## config.mk

```make
export PLATFORM = sky130hd
export DESIGN_NAME = servo_pwm_decoder
export DESIGN_NICKNAME = d
export VERILOG_FILES = /design/src/rtl/servo_pkg.sv /design/src/rtl/pwm_in_sync.sv /design/src/rtl/servo_pwm_decoder.sv
export SDC_FILE = /design/constraint.sdc
export NUM_CORES = 1
export LEC_CHECK = 0
export BUFFER_PORTS_ARGS = -buffer_cell sky130_fd_sc_hd__buf_2
export CORE_ASPECT_RATIO = 1.2
export CORE_MARGIN = 8
export CORE_UTILIZATION = 55
export CTS_CLUSTER_SIZE = 24
export DETAILED_ROUTE_END_ITERATION = 10
export HOLD_SLACK_MARGIN = 0.15
export PLACE_DENSITY = 0.73
export SLEW_MARGIN = 10
export SYNTH_ARGS = -nofsm -noshare
export SYNTH_HDL_FRONTEND = slang
export SYNTH_SLANG_ARGS = --single-unit
```

## constraint.sdc

```tcl
create_clock -name clk -period 3.6 [get_ports clk]
set_clock_uncertainty 0.05 [all_clocks]
set_input_delay 0.36 -clock clk [delete_from_list [all_inputs] [get_ports clk]]
set_output_delay 0.36 -clock clk [all_outputs]
set_load 0.03 [all_outputs]
```

## src/rtl/servo_pkg.sv

```systemverilog
// Shared servo PWM constants and decoder state type.
// The generator imports the same mapping so both ends agree.
package servo_pkg;

  localparam int DC_MIN     = 25;
  localparam int DC_MAX     = 125;
  localparam int PULSE_MIN  = 25_000;
  localparam int PULSE_MAX  = 125_000;
  localparam int STEP       = 1_000;
  localparam int TOL        = 2_500;
  localparam int PERIOD_MAX = 1_200_000;

  typedef enum logic [1:0] {
    SYNC,
    WAIT_RISE,
    HIGH
  } state_t;

endpackage

```

## src/rtl/pwm_in_sync.sv

```systemverilog
// Two-flop synchronizer with registered rise/fall detection.
// primed marks when the synchronized level holds a real sample.
module pwm_in_sync (
  input  logic clk,
  input  logic rst,
  input  logic d,
  output logic level,
  output logic rise,
  output logic fall,
  output logic primed
);

  logic       meta;
  logic       prev;
  logic [1:0] fill;

  always_ff @(posedge clk or negedge rst) begin
    if (!rst) begin
      meta  <= 1'b0;
      level <= 1'b0;
      prev  <= 1'b0;
      rise  <= 1'b0;
      fall  <= 1'b0;
      fill  <= '0;
    end else begin
      meta  <= d;
      level <= meta;
      prev  <= level;
      rise  <= level & ~prev;
      fall  <= ~level & prev;
      fill  <= {fill[0], 1'b1};
    end
  end

  assign primed = fill[1];

endmodule

```

## src/rtl/servo_pwm_decoder.sv

```systemverilog
// Servo PWM pulse-width decoder: measures high time and maps it
// to the 25..125 duty code with counters only.
module servo_pwm_decoder #(
  parameter int PULSE_MIN  = servo_pkg::PULSE_MIN,
  parameter int PULSE_MAX  = servo_pkg::PULSE_MAX,
  parameter int STEP       = servo_pkg::STEP,
  parameter int TOL        = servo_pkg::TOL,
  parameter int PERIOD_MAX = servo_pkg::PERIOD_MAX
) (
  input  logic        clk,
  input  logic        rst,
  input  logic        enable,
  input  logic        pwm_in,
  output logic [6:0]  dc,
  output logic [19:0] pulse_width,
  output logic        valid,
  output logic        error,
  output logic        timeout,
  output logic        locked
);

  import servo_pkg::*;

  localparam int WW = 20;
  localparam int SW = (STEP > 1) ? $clog2(STEP) : 1;
  localparam int PW = $clog2(PERIOD_MAX + 1);

  localparam logic [WW-1:0] W_SAT  = '1;
  localparam logic [WW-1:0] W_MIN  = WW'(PULSE_MIN);
  localparam logic [WW-1:0] W_LO   = WW'(PULSE_MIN - TOL);
  localparam logic [WW-1:0] W_HI   = WW'(PULSE_MAX + TOL);
  localparam logic [SW-1:0] S_LAST = SW'(STEP - 1);
  localparam logic [6:0]    U_MAX  = 7'(DC_MAX - DC_MIN);
  localparam logic [6:0]    DC_RST = 7'(DC_MIN);
  localparam logic [PW-1:0] P_MAX  = PW'(PERIOD_MAX);

  logic level, rise, fall, primed;

  state_t        state, state_nx;
  logic [WW-1:0] width, width_nx, w_inc;
  logic [SW-1:0] step, step_nx, s_inc;
  logic [6:0]    units, units_nx, u_inc;
  logic [PW-1:0] period, period_nx, p_inc;
  logic [1:0]    lock_cnt, lock_nx;
  logic          timeout_nx, valid_nx, error_nx;
  logic [6:0]    dc_nx;
  logic [WW-1:0] pw_nx;

  pwm_in_sync u_sync (
    .clk    (clk),
    .rst    (rst),
    .d      (pwm_in),
    .level  (level),
    .rise   (rise),
    .fall   (fall),
    .primed (primed)
  );

  always_comb begin
    state_nx   = state;
    width_nx   = width;
    step_nx    = step;
    units_nx   = units;
    lock_nx    = lock_cnt;
    timeout_nx = timeout;
    valid_nx   = 1'b0;
    error_nx   = 1'b0;
    dc_nx      = dc;
    pw_nx      = pulse_width;

    w_inc = (width == W_SAT) ? width : width + 1'b1;
    s_inc = step;
    u_inc = units;
    // step tracks (width - PULSE_MIN) mod STEP once past PULSE_MIN
    if (width >= W_MIN) begin
      if (step == S_LAST) begin
        s_inc = '0;
        if (units != U_MAX) u_inc = units + 7'd1;
      end else begin
        s_inc = step + 1'b1;
      end
    end

    p_inc     = (period == P_MAX) ? period : period + 1'b1;
    period_nx = rise ? '0 : p_inc;
    if (rise) timeout_nx = 1'b0;

    unique case (state)
      SYNC: begin
        if (primed && !level) state_nx = WAIT_RISE;
      end
      WAIT_RISE: begin
        if (rise) begin
          state_nx = HIGH;
          width_nx = '0;
          step_nx  = '0;
          units_nx = '0;
        end
      end
      HIGH: begin
        width_nx = w_inc;
        step_nx  = s_inc;
        units_nx = u_inc;
        if (fall) begin
          state_nx = WAIT_RISE;
          if (w_inc >= W_LO && w_inc <= W_HI) begin
            valid_nx = 1'b1;
            dc_nx    = DC_RST + u_inc;
            pw_nx    = w_inc;
            if (lock_cnt != 2'd2) lock_nx = lock_cnt + 2'd1;
          end else begin
            error_nx = 1'b1;
            lock_nx  = '0;
          end
        end
      end
      default: state_nx = SYNC;
    endcase

    // fires once, on the cycle the period counter reaches its limit
    if (!rise && p_inc == P_MAX && period != P_MAX) begin
      timeout_nx = 1'b1;
      lock_nx    = '0;
      state_nx   = SYNC;
    end

    if (!enable) begin
      state_nx   = SYNC;
      width_nx   = '0;
      step_nx    = '0;
      units_nx   = '0;
      period_nx  = '0;
      lock_nx    = '0;
      timeout_nx = 1'b0;
      valid_nx   = 1'b0;
      error_nx   = 1'b0;
      dc_nx      = dc;
      pw_nx      = pulse_width;
    end
  end

  always_ff @(posedge clk or negedge rst) begin
    if (!rst) begin
      state       <= SYNC;
      width       <= '0;
      step        <= '0;
      units       <= '0;
      period      <= '0;
      lock_cnt    <= '0;
      timeout     <= 1'b0;
      valid       <= 1'b0;
      error       <= 1'b0;
      dc          <= DC_RST;
      pulse_width <= '0;
    end else begin
      state       <= state_nx;
      width       <= width_nx;
      step        <= step_nx;
      units       <= units_nx;
      period      <= period_nx;
      lock_cnt    <= lock_nx;
      timeout     <= timeout_nx;
      valid       <= valid_nx;
      error       <= error_nx;
      dc          <= dc_nx;
      pulse_width <= pw_nx;
    end
  end

  assign locked = (lock_cnt == 2'd2);

endmodule

```

# ---- Word-level counts from Yosys, hierarchy flattened
# Cells that the tools add are included.
dict set report word_totals {
  ff_bits 99
  input_bits 4
  out_inout_bits 31
  elab_cells 103
}
dict set report op_classes {
  n_addsub 6
  order_cmp 3
  n_eq_ne 20
  mux 41
  bitwise 4
  n_reduce_logical 12
}
# operator count
set ops {}
lappend ops {{21-bit two-way mux} 3}
lappend ops {{20-bit two-way mux} 3}
lappend ops {{21-bit == test, second input constant} 2}
lappend ops {{20-bit by 15-bit >= comparator with 1-bit output, second input constant} 2}
lappend ops {{10-bit two-way mux} 4}
lappend ops {{20-bit one-hot mux with 2 select lines} 1}
lappend ops {{7-bit two-way mux} 5}
lappend ops {{2-bit two-way mux} 11}
lappend ops {{21-bit by 1-bit adder with 21-bit output, second input constant} 1}
lappend ops {{21-bit != test, second input constant} 1}
lappend ops {{20-bit by 1-bit adder with 20-bit output, second input constant} 1}
lappend ops {{20-bit == test, second input constant} 1}
lappend ops {{20-bit by 17-bit less-or-equal comparator with 1-bit output, second input constant} 1}
lappend ops {{10-bit one-hot mux with 2 select lines} 1}
lappend ops {{7-bit one-hot mux with 2 select lines} 1}
lappend ops {{3-bit by 1-bit != test with 1-bit output, second input constant} 4}
lappend ops {{1-bit two-way mux} 11}
lappend ops {{10-bit by 1-bit adder with 10-bit output, second input constant} 1}
lappend ops {{10-bit == test, second input constant} 1}
lappend ops {{3-bit AND reduction} 3}
lappend ops {{4-bit by 3-bit != test with 1-bit output, second input constant} 2}
lappend ops {{5-bit by 7-bit adder with 7-bit output, first input constant} 1}
lappend ops {{7-bit by 1-bit adder with 7-bit output, second input constant} 1}
lappend ops {{7-bit != test, second input constant} 1}
lappend ops {{other kinds (16)} 23}

# ---- Longest topological paths before layout
# Gate-level depths: netlist of the first run.
dict set report depth {
  ltp_word 9
  mapped_depth 12
  depth_no_buf 11
}

# ---- Modules after synthesis
# Synthesis of the first run repeated with hierarchy kept, for this count alone.
dict set report unflattened {
  cells_unflattened 593
  area_unflattened_um2 5676.7
}
# mod instances cells_each area_per_inst_um2 seq_area_each_um2
set by_module_without_submodules {}
lappend by_module_without_submodules {servo_pwm_decoder 1 583 5482.8 2306.0}
lappend by_module_without_submodules {pwm_in_sync 1 10 193.9 175.2}

# ---- Least setup slack after synthesis of the first run
# No wires, ideal clock.
dict set report synth_path {
  path_type {register -> register}
  start {register width[0]}
  end {register dc[1]}
  setup_ns 0.125
  t_arrival_ns 2.765
  required_time_ns 3.425
  setup_slack_ns 0.660
  stages_incl_launch_ff 12
  path_buffers 2
  period_less_slack_ns 2.940
  path_cell_list {dfrtp_1 ha_1 buf_4 nand4_1 nor2_1 mux2_2 or2_1 o41a_1 o22ai_2 nand4_4 buf_6 mux2_4}
}
dict set report synth_between {
  elab_chain_len 5
  elab_cells_between_ends 10
  classes_between {add/sub (2); order compare (3); eq/ne (1); mux (2); reduce/logical (2)}
}
# item line_no
set synth_rtl {}
lappend synth_rtl {{start: declaration} servo_pwm_decoder.sv:40} ;# logic [WW-1:0] width, width_nx, w_inc;
lappend synth_rtl {{start signal: assignment} servo_pwm_decoder.sv:157} ;# width <= width_nx;
lappend synth_rtl {{20-bit by 1-bit adder with 20-bit output / 20-bit == test (equally long branches)} servo_pwm_decoder.sv:71} ;# w_inc = (width == W_SAT) ? width : width + 1'b1;
lappend synth_rtl {{20-bit two-way mux} servo_pwm_decoder.sv:71}
lappend synth_rtl {{20-bit by 15-bit >= comparator with 1-bit output / 20-bit by 17-bit less-or-equal comparator with 1-bit output (equally long branches)} servo_pwm_decoder.sv:106} ;# if (w_inc >= W_LO && w_inc <= W_HI) begin
lappend synth_rtl {{1-bit logical AND} servo_pwm_decoder.sv:106}
lappend synth_rtl {{4-bit AND reduction (no line)} --}
lappend synth_rtl {{end signal: assignment} servo_pwm_decoder.sv:165} ;# dc <= dc_nx;
lappend synth_rtl {{end: declaration} servo_pwm_decoder.sv:14} ;# output logic [6:0] dc,
# Parallel ways exist; a longest one is shown, timed or not.
# A chain may end at the register's enable or synchronous reset.

# ---- Worst setup path in the final report of the first run
dict set report layout_path {
  start {register width[0]}
  end {register pulse_width[1]}
}
dict set report layout_between {
  elab_chain_len 5
  elab_cells_between_ends 7
  classes_between {add/sub (1); order compare (2); eq/ne (1); mux (1); reduce/logical (2)}
}
# item line_no
set layout_rtl {}
lappend layout_rtl {{20-bit by 1-bit adder with 20-bit output / 20-bit == test (equally long branches)} servo_pwm_decoder.sv:71}
lappend layout_rtl {{20-bit two-way mux (*)} servo_pwm_decoder.sv:71}
lappend layout_rtl {{20-bit by 15-bit >= comparator with 1-bit output / 20-bit by 17-bit less-or-equal comparator with 1-bit output (equally long branches)} servo_pwm_decoder.sv:106}
lappend layout_rtl {{1-bit logical AND} servo_pwm_decoder.sv:106}
lappend layout_rtl {{4-bit AND reduction (no line)} --}
lappend layout_rtl {{end signal: assignment} servo_pwm_decoder.sv:166} ;# pulse_width <= pw_nx;
lappend layout_rtl {{end: declaration} servo_pwm_decoder.sv:15} ;# output logic [19:0] pulse_width,
# Mark *: on every way between the ends. The rest lies on a longest branch, timed or not.

==> results of run 1 <==
power breakdown:
part	leakage [µW]	switching (µW)	internal, µW
sequential	0.00133	7.04	1120
clock	0.000143	401	537
combinational	0.00134	53.4	19.4
flip-flops by register name, indices dropped and copies added (netlist names), 2 cells and up:
| name | count |
|---|---|
| period | 21 |
| pulse_width | 20 |
| width | 20 |
| step | 10 |
| dc | 7 |
| units | 7 |
| lock_cnt | 2 |
| state | 2 |
| u_sync.fill | 2 |
worst paths after layout:
kind	end	slack [ps]
hold reg to reg	u_sync.level	300
max in group asynchronous	width[2]	2220
setup reg to reg	pulse_width[1]	160
min in group asynchronous	width[6]	480
setup / recovery	pulse_width[1]	160
hold / removal	u_sync.level	300
what timing repair did:
item                                    4_1_cts  5_1_grt
buffers inserted                              0        0
endpoints found under the setup margin        0        0
hold buffers                                  2        0
endpoints found under the hold margin        35        0
cell type report:
| class | instances | area [µm²] |
|---|---|---|
| inverter | 20 | 75.1 |
| timing repair buffer | 49 | 303 |
| fill | 853 | 3790 |
| tap | 126 | 158 |
| multi-input combinational | 449 | 2960 |
| clock inverter | 5 | 53.8 |
| sequential | 99 | 2480 |
| clock buffer | 11 | 233 |
per-layer routing:
layer | global-route usage, % | up-vias | share of wire (%)
met5 | 0 | - | 0
met4 | 9.77 | 0 | 2.1
met3 | 3.32 | 27 | 6.9
met2 | 31.2 | 187 | 49
met1 | 23.5 | 2233 | 42
li1 | - | 2227 | -
metrics by stage:
stage               cell area [µm²]  utilization [%]  power, µW
finish                         6270             62.3       2140
detailed placement             5960             59.2       1220
global route                   6270             62.3       2220
CTS                            6270             62.3       2160
global placement               5960             59.2       1220
floorplan                      5680                -       1180
kinds of logic (layout without fill, tap and decap cells):
| kind of cell | Yosys count | in the layout | share of synthesized area (%) |
|---|---|---|---|
| and+or+nand+nor | 240 | 240 | 22.8 |
| AOI/OAI and AO/OA | 131 | 131 | 15.2 |
| DFF | 99 | 99 | 43.7 |
| buffers and inverters | 53 | 85 | 4.14 |
| xor gates and xnor gates | 41 | 41 | 6.32 |
| muxes | 27 | 27 | 5.73 |
| adders and majority gates | 9 | 9 | 1.98 |
| other | 1 | 1 | 0.0660 |
critical path: stages, from the launching register on:
cell	delay, ps
dfrtp_1	350
ha_1	330
nand4_1	270
nor2_1	240
nor4b_1	570
o22ai_1	190
nor4b_1	390
o22ai_2	220
nand4_4	130
buf_12	220
mux2_2	370
cell usage in the layout (no fill, tap or decap), types with 10 or more instances in the layout:
cell / Yosys / layout
nand2_1: 51 / 51
nor2_1: 50 / 50
inv_1: 20 / 20
and3_1: 16 / 16
xor2_1: 18 / 18
a21oi_1: 28 / 28
nor3_1: 16 / 16
nand3_1: 24 / 24
and2_1: 10 / 10
o21ai_0: 36 / 36
dfrtp_1: 96 / 96
buf_4: 4 / 13
buf_2: 10 / 33
mux2i_1: 10 / 10
nand4_1: 15 / 15
xnor2_1: 23 / 23
==> summary.txt, run 1 <==
Critical path
  – CP endpoint kind: register
  – CP Max Fanout: 27
  – R2r worst-path depth: 10
  – Critical Path Start: width[0]
  – WS Path Type: reg2reg
  – WP data arrival: 3620 ps
  – R2R Path Start: width[0]
  – CP required: between 3000 and 4000 ps
  – CP Launch Type: register

Floorplanning
  – I/O pins: 35
  – Die W: roughly 110 µm
  – FP Rows: 40
  – Die area: ~14000 µm²
  – Placeable Area: around 10000 µm²
  – Starting Density: 56.5%
  – Die Y-Extent: roughly 130 µm

Pwr
  – LEAKAGE: roughly 0.0028 µW
  – Power per cell area: around 340 nW/µm²
  – Peak VDD IR: ~0.24 mV

Logic synthesis
  – Ys Warns: 0
  – Unique cell type count in the Yosys netlist: 72
  – Most frequent cells after synthesis: dfrtp_1, nand2_1, nor2_1
  – Synth Register Bits: slightly below 100
  – Post-Syn Area: approximately 5700 µm²
  – Post-synth EDFFs: 0
  – Main area contributors after synthesis: dfrtp_1, xnor2_1, nand2_1, nor2_1, o21ai_0
  – Mapped Cells: roughly 600
  – Ys flop type: dfrtp_1
  – Async set or reset register ratio after synthesis: 100%
  – Post-synthesis sequential area ratio: a little over two fifths
  – Count leader, synth: dfrtp_1
  – Syn nets: ~600
  – Area leader, netlist: dfrtp_1
  – Syn_area_per_cell: around 9.4 µm²
  – Synth top area share: between 40% and 50%

STA
  – Final Cycle Share: a little over nine tenths
  – Final worst path period need: 3440 ps
  – Setup violators final: 0
  – Relative slew slack: between 40% and 50%
  – Tightest Pin Transition: between 800 and 900 ps
  – Fin Hold WS: around 300 ps
  – RSZ-0062 raised after global routing: no
  – Hold Vio Cnt, Final: 0
  – Final worst slack: about 160 ps
  – Pins Over Slew Limit: 0
  – Fmax: between 0.2 and 0.3 GHz
  – Setup TNS: 0 ps

Global routing
  – First-pass GRT wire length: between 20 and 25 mm
  – Via count of the first global-routing pass: approximately 4500
  – Largest net degree at the start of global routing: 40
  – GR Overflow Total: 0
  – Initial antenna violation count: 0
  – Tot GR Track Use: 19.1%

Placed design
  – Placed Cells: 741
  – Routability cong.: a little over 0.9
  – Dpl hpwl: between 8 and 9 mm
  – Pre-CTS setup slack: around 260 ps
  – PortBufs: 34

Outcome
  – Status: finished clean

Routing
  – Initial DRT Pass Iterations: 5
  – Average wire per standard cell: 16.8 µm
  – Routed via count: 4674
  – Total wire length: roughly 13 mm
  – Final ANT Viol Nets: 0
  – Initial DRC Count: 333
  – DRC errors left: 0
  – Vias per cell: 6.16

Job
  – Max-cap viol count: 0

Clock network
  – Clk_lat worst skew: between 300 and 400 ps
  – Cts bufs inserted: 9
  – Clock tree from TritonCTS: yes
  – CTS root buf: clkbuf_16
  – Max Root-Sink Buffers: 2
  – # clock sinks: 99
  – H-tree depth: 3
  – Post-CTS Resized: 0
  – Worst-path clk slew: 60 ps

Finish
  – Area grow syn2layout: 10.3%
  – Finished Layout Cells: ~760
  – Share of post-route cells with drive strength above 1: 15.2%
  – Ant diodes: 0
  – Nets@finish: 641

Worst hold path
  – Hold crit path type: reg2reg
  – Hold-critical path depth: 0
  – Min-Delay Startpoint: u_sync.meta
(Power assumes the default switching activity.)
==> run 2, diff against run 1 <==
--- a/config.mk
+++ b/config.mk
@@ -11,6 +11,7 @@
 export CORE_UTILIZATION = 55
 export CTS_CLUSTER_SIZE = 24
 export DETAILED_ROUTE_END_ITERATION = 10
+export GPL_TIMING_DRIVEN = 0
 export HOLD_SLACK_MARGIN = 0.15
 export PLACE_DENSITY = 0.73
 export SLEW_MARGIN = 10
==> run 2 against run 1 <==
Effect of this change:
- non-clock buffer count is 22 higher
- clock power is 3.0% higher
- global-route usage is 0.52 points higher
- combinational power is 4.0% higher
- critical path depth is 1 higher
- core utilization is 1.2 points higher
- fmax is 1.3% higher
- first-iteration DRC count is 17% lower
- critical endpoint is now pulse_width[5]
==> summary.txt, run 2 (synthesis results as in run 1) <==
Outcome
  – Status: finished clean

Clock network
  – # clock sinks: between 90 and 100
  – Worst-path clk slew: 70 ps
  – Clock tree from TritonCTS: yes
  – CTS root buf: clkbuf_16
  – H-tree depth: 3
  – Clk_lat worst skew: about 350 ps
  – Max Root-Sink Buffers: 2
  – Cts bufs inserted: 9

Finish
  – # fillers: ~860
  – Share of post-route cells with drive strength above 1: between 10% and 20%
  – Top flop regs: period: 21 flops, pulse_width: 20 flops, width: 20 flops
  – Most common cell after layout, fill and taps aside: dfrtp_1
  – FF+latch area: about 2500 µm²
  – Commonest non-fill, non-tap cells in the layout: dfrtp_1, nand2_1, nor2_1, buf_2, o21ai_0
  – Biggest register: period
  – Fin area: approximately 6400 µm²
  – Largest register FFs: 21
  – Ant diodes: 0
  – Area grow syn2layout: 12.5%
  – Multi-input gate area: 2990 µm²
  – Nets@finish: 663

Placed design
  – Routability cong.: between 0.9 and 1
  – Dpl hpwl: 9.67 mm
  – Placed inst area: between 6000 and 7000 µm²
  – PortBufs: 33

Floorplanning
  – FP Rows: 40
  – Die Y-Extent: around 130 µm
  – Die area: 13800 µm²
  – I/O pins: 35
  – Starting Density: a little under three fifths
  – Die W: 109 µm
  – Placeable Area: approximately 10000 µm²

Critical path
  – CP endpoint kind: register
  – CP bufs+invs: 2
  – CP max stage delay: roughly 470 ps
  – CP max-delay cell: o41a_1
  – CP Launch Type: register
  – Critical Path, Cell by Cell: ha_1 > buf_4 > nand4_1 > nor2_1 > mux2_2 > or2_1 > o41a_1 > o22ai_2 > nand4_4 > buf_6 > mux2_4
  – CP Max Fanout: 10
  – Crit path max-delay family: simple AND/OR/NAND/NOR gates
  – CP required: approximately 3800 ps
  – WS Path Type: reg2reg
  – WP data arrival: about 3600 ps

STA
  – Fmax: around 0.29 GHz
  – Hold Vio Cnt, Final: 0
  – Setup TNS: 0 ps
  – Relative slew slack: a little under three fifths
  – Final Cycle Share: 94.4%
  – Setup violators final: 0
  – Tightest Pin Transition: 657 ps
  – Final worst path period need: around 3400 ps
  – RSZ-0062 raised after global routing: no
  – Pins Over Slew Limit: 0

Routing
  – Final ANT Viol Nets: 0
  – Met3 wire len: around 820 µm
  – Initial DRT Pass Iterations: 4
  – Routed wl met2: 6.67 mm
  – DRC errors left: 0
  – Max Used Layer: met4
  – Routed via count: 4731
  – Total wire length: 13.2 mm
  – Wl on met1: ~5.5 mm
  – Average wire per standard cell: between 15 and 20 µm
  – Vias per cell: around 6.1
  – Initial DRC Count: approximately 280

Global routing
  – Largest net degree at the start of global routing: 56
  – First-pass GRT wire length: approximately 22 mm
  – Via count of the first global-routing pass: 4581
  – Tot GR Track Use: about a fifth
  – Initial antenna violation count: 0
  – GR Overflow Total: 0

Pwr
  – Power per cell area: between 300 and 400 nW/µm²
  – LEAKAGE: around 0.0029 µW
  – Peak VDD IR: 0.197 mV

Worst hold path
  – Hold crit path type: reg2reg

Job
  – Max-cap viol count: 0
run 2: area by class of cell:
class | instances | area share (%)
buffer | 33 | 2.51
sequential | 99 | 38.8
multi-input combinational | 449 | 46.8
clock buffer | 10 | 3.58
timing repair buffer | 38 | 3.60
tap | 126 | 2.47
clock inverter | 6 | 1.04
inverter | 20 | 1.18
run 2: path summary, 6_finish.rpt:
path | startpoint | cells past startpoint | slack (ps) | end
worst max-delay path | width[0] | 11 | 200 | pulse_width[5]
worst min-delay path | u_sync.meta | 0 | 300 | u_sync.level
worst max register to register | width[0] | 11 | 200 | pulse_width[5]
worst min register to register | u_sync.meta | 0 | 300 | u_sync.level
max in group asynchronous | rst | 3 | 2320 | step[2]
min in group asynchronous | rst | 2 | 510 | width[5]
run 2: power breakdown:
| part | total, µW | internal (µW) | leakage [µW] | switching (µW) |
|---|---|---|---|---|
| sequential | 1130 | 1120 | 0.00133 | 6.80 |
| combinational | 75.7 | 19.9 | 0.00139 | 55.8 |
| clock | 966 | 540 | 0.000146 | 425 |
run 2: stage by stage:
step	std cells	hold WS, ps	util [%]	worst slack (ps)	power [µW]
CTS	779	301	63.1	103	2190
finish	781	298	63.5	203	2170
global route	781	309	63.5	67.6	2240
floorplan	601	14.4	-	660	1180
global placement	760	282	59.7	201	1220
detailed placement	761	285	60.0	108	1220
run 2: what timing repair did:
| item | 4_1_cts | 5_1_grt |
|---|---|---|
| hold endpoints to repair | 42 | 0 |
| gates resized for setup | 0 | 3 |
| hold buffers | 2 | 0 |
| endpoints found under the setup margin | 0 | 12 |
| setup buffers | 0 | 2 |
run 2: worst reg2reg max path, stage by stage, from the launching register on:
cell     delay (ps)
dfrtp_1         370
ha_1            160
buf_4           160
nand4_1         220
nor2_1          200
mux2_2          390
or2_1           220
o41a_1          470
o22ai_2         280
nand4_4         220
buf_6           230
mux2_4          300
run 2: per-layer routing:
layer | global-route usage [%] | up-vias
met4 | 7.91 | 0
met3 | 3.42 | 22
li1 | - | 2270
met2 | 32.8 | 151
met5 | 0 | -
met1 | 24.3 | 2288
==> run 3, diff against run 2 <==
--- a/config.mk
+++ b/config.mk
@@ -5,15 +5,16 @@
 export SDC_FILE = /design/constraint.sdc
 export NUM_CORES = 1
 export LEC_CHECK = 0
-export BUFFER_PORTS_ARGS = -buffer_cell sky130_fd_sc_hd__buf_2
+export ABC_AREA = 1
 export CORE_ASPECT_RATIO = 1.2
 export CORE_MARGIN = 8
 export CORE_UTILIZATION = 55
 export CTS_CLUSTER_SIZE = 24
 export DETAILED_ROUTE_END_ITERATION = 10
+export DONT_BUFFER_PORTS = 1
 export GPL_TIMING_DRIVEN = 0
 export HOLD_SLACK_MARGIN = 0.15
-export PLACE_DENSITY = 0.73
+export PLACE_DENSITY = 0.7
 export SLEW_MARGIN = 10
 export SYNTH_ARGS = -nofsm -noshare
 export SYNTH_HDL_FRONTEND = slang
==> run 3 against run 2 <==
Effect of this change:
- die area shrank 0.70%
- synthesized cell count grew 27%
- core utilization decreased by 2.1 points
- cell count up 17%
- worst setup slack improved by 390 ps
- critical endpoint is now pulse_width[1]
- clock power is essentially flat
==> summary.txt, run 3 <==
Outcome
  – Status: finished clean

Global routing
  – Initial antenna violation count: 0
  – First-pass GRT wire length: roughly 23 mm
  – GR Overflow Total: 0
  – Via count of the first global-routing pass: approximately 4800
  – Largest net degree at the start of global routing: 100
  – Tot GR Track Use: 20.4%

Logic synthesis
  – Post-synth EDFFs: 0
  – Main area contributors after synthesis: dfrtp_1, nand2_1, inv_1, nor2_1, nand3_1
  – Mapped Cells: roughly 770
  – Area leader, netlist: dfrtp_1
  – Post-synthesis sequential area ratio: 44.0%
  – Syn nets: 779
  – Unique cell type count in the Yosys netlist: 39
  – Syn_area_per_cell: between 7 and 8 µm²
  – Ys Warns: 0
  – Most frequent cells after synthesis: nand2_1, inv_1, nor2_1
  – Synth Register Bits: 99
  – Ys flop type: dfrtp_1
  – Async set or reset register ratio after synthesis: 100%
  – Synth top area share: between 40% and 50%
  – Count leader, synth: nand2_1
  – Post-Syn Area: 5630 µm²

Floorplanning
  – Die Y-Extent: between 100 and 150 µm
  – I/O pins: 35
  – Die area: roughly 14000 µm²
  – Starting Density: 56.3%
  – Placeable Area: roughly 10000 µm²
  – FP Rows: 40
  – Die W: about 110 µm

Clock network
  – Clock tree from TritonCTS: yes
  – CTS root buf: clkbuf_16
  – Post-CTS Resized: 0
  – Max Root-Sink Buffers: 2
  – Worst-path clk slew: ~80 ps
  – H-tree depth: 3
  – Clk_lat worst skew: approximately 350 ps
  – Cts bufs inserted: 9
  – # clock sinks: roughly 100

Finish
  – Most common cell after layout, fill and taps aside: nand2_1
  – Nets@finish: roughly 790
  – Biggest register: period
  – Commonest non-fill, non-tap cells in the layout: nand2_1, inv_1, nor2_1, dfrtp_1, nand3_1
  – Top flop regs: period: 21 flops, pulse_width: 20 flops, width: 20 flops
  – Ant diodes: 0
  – Largest register FFs: 21
  – Final Util: roughly three fifths
  – Area grow syn2layout: 9.02%
  – Share of post-route cells with drive strength above 1: under 10%

Worst hold path
  – Worst Hold End: timeout
  – Min-Delay Startpoint: enable
  – Hold crit path type: in2reg
  – Hold-critical path depth: 2

Routing
  – Average wire per standard cell: 15.0 µm
  – Initial DRC Count: slightly below 300
  – Vias per cell: 5.43
  – Total wire length: 13.7 mm
  – DRC errors left: 0
  – Routed via count: slightly below 5000
  – Initial DRT Pass Iterations: 4
  – Final ANT Viol Nets: 0

STA
  – Setup violators final: 0
  – Setup TNS: 0 ps
  – Hold Vio Cnt, Final: 0
  – Final worst path period need: between 3000 and 4000 ps
  – Final worst slack: 598 ps
  – Relative slew slack: between 60% and 70%
  – RSZ-0062 raised after global routing: no
  – Tightest Pin Transition: around 600 ps
  – Fmax: 0.333 GHz
  – Final Cycle Share: a little over four fifths
  – Pins Over Slew Limit: 0

Placed design
  – Pre-CTS setup slack: about 650 ps
  – Routability cong.: 0.902
  – Dpl hpwl: approximately 10 mm
  – PortBufs: 0

Critical path
  – WS Path Type: reg2reg
  – CP endpoint kind: register
  – WP data arrival: approximately 3200 ps
  – CP Launch Type: register
  – CP Max Fanout: 10
  – R2R Path Start: width[0]
  – CP required: ~3800 ps
  – Reg2reg setup slack: roughly 600 ps
  – RR Endpoint: pulse_width[1]
  – R2r worst-path depth: 14

Pwr
  – Power per cell area: about 350 nW/µm²
  – Peak VDD IR: 0.212 mV
  – LEAKAGE: between 0.002 and 0.003 µW

Job
  – Max-cap viol count: 0
run 3: changes by cell type after synthesis, sizes merged, moves of 15 or more:
| cell | before | now |
|---|---|---|
| nor2 | 50 | 109 |
| and3 | 16 | 0 |
| inv | 20 | 113 |
| xnor2 | 23 | 5 |
| a21oi | 29 | 14 |
| mux2 | 17 | 0 |
| nand2 | 52 | 195 |
| nand3 | 29 | 56 |
| o22ai | 5 | 25 |
run 3: worst max-delay path by stage:
| stage | startpoint | end | slack, ps | depth (start not counted) |
|---|---|---|---|---|
| 2_1_floorplan | step[0] | dc[6] | 1150 | 17 |
| 3_3_place_gp | width[0] | pulse_width[1] | 670 | 14 |
| 3_5_place_dp | width[0] | pulse_width[2] | 650 | 14 |
| 4_1_cts | width[0] | pulse_width[1] | 600 | 14 |
| 5_1_grt | step[1] | dc[6] | 310 | 17 |
| 6_report | width[0] | pulse_width[1] | 600 | 14 |
run 3: layer usage:
layer  GRT usage (%)  vias to the layer above  routed length (µm)  share of wire (%)
li1                -                     2493                   -                  -
met2            32.9                       99                6490                 47
met5               0                        -                   0                  0
met3            4.36                       21                 713                5.2
met1            26.1                     2335                6180                 45
met4            7.34                        0                 289                2.1
run 3: metrics by stage:
stage | total power [µW] | std cells | hold slack [ps] | cell area [µm²]
after global placement | 1200 | 892 | 17.8 | 5790
after detailed placement | 1200 | 892 | 17.6 | 5790
after floorplan | 1180 | 766 | 14.4 | 5630
final | 2170 | 912 | 238 | 6140
after global routing | 2250 | 912 | 259 | 6140
after CTS | 2190 | 912 | 228 | 6140
run 3: worst max-delay path, stage by stage (launching register included):
cell and delay (ps):
dfrtp_1 430, ha_1 230, nand3_2 170, inv_2 140, nand2_1 90, nor2_1 230
nand2_1 80, o21ai_1 260, o211ai_1 190, nor2_1 120, nand2_1 140, and2_4 200
nand2_2 110, buf_2 290, o21ai_0 140
run 3: report_power, final:
group	switching, µW	total [µW]	internal (µW)	leakage [µW]
Clock	475	965	490	0.000142
Combinational	59.7	77.6	17.9	0.00136
Sequential	6.49	1130	1120	0.00135
Total	541	2170	1630	0.00284
run 3: cells by family after synthesis:
logic type | share of synthesized area [%]
other | 0.0666
and+or+nand+nor | 31.1
xor gates and xnor gates | 4.04
AOI/OAI and AO/OA | 9.84
adders and majority gates | 2.00
buffers and inverters | 8.91
DFF | 44.0
run 3: area by class of cell:
type                    instances  area, µm²
fillers                       919       3870
well taps                     126        158
clock inverters                 7       67.6
repair buffers                  4       57.6
clock buffers                   9        225
plain buffers                  13       70.1
multi-input cells             539       2650
flip-flops and latches         99       2480
inverters                     115        432
run 3: repair_timing:
item / CTS / global route
setup endpoints to repair: 0 / 0
endpoints found under the hold margin: 103 / 0
hold buffers: 4 / 0
buffers inserted: 0 / 0
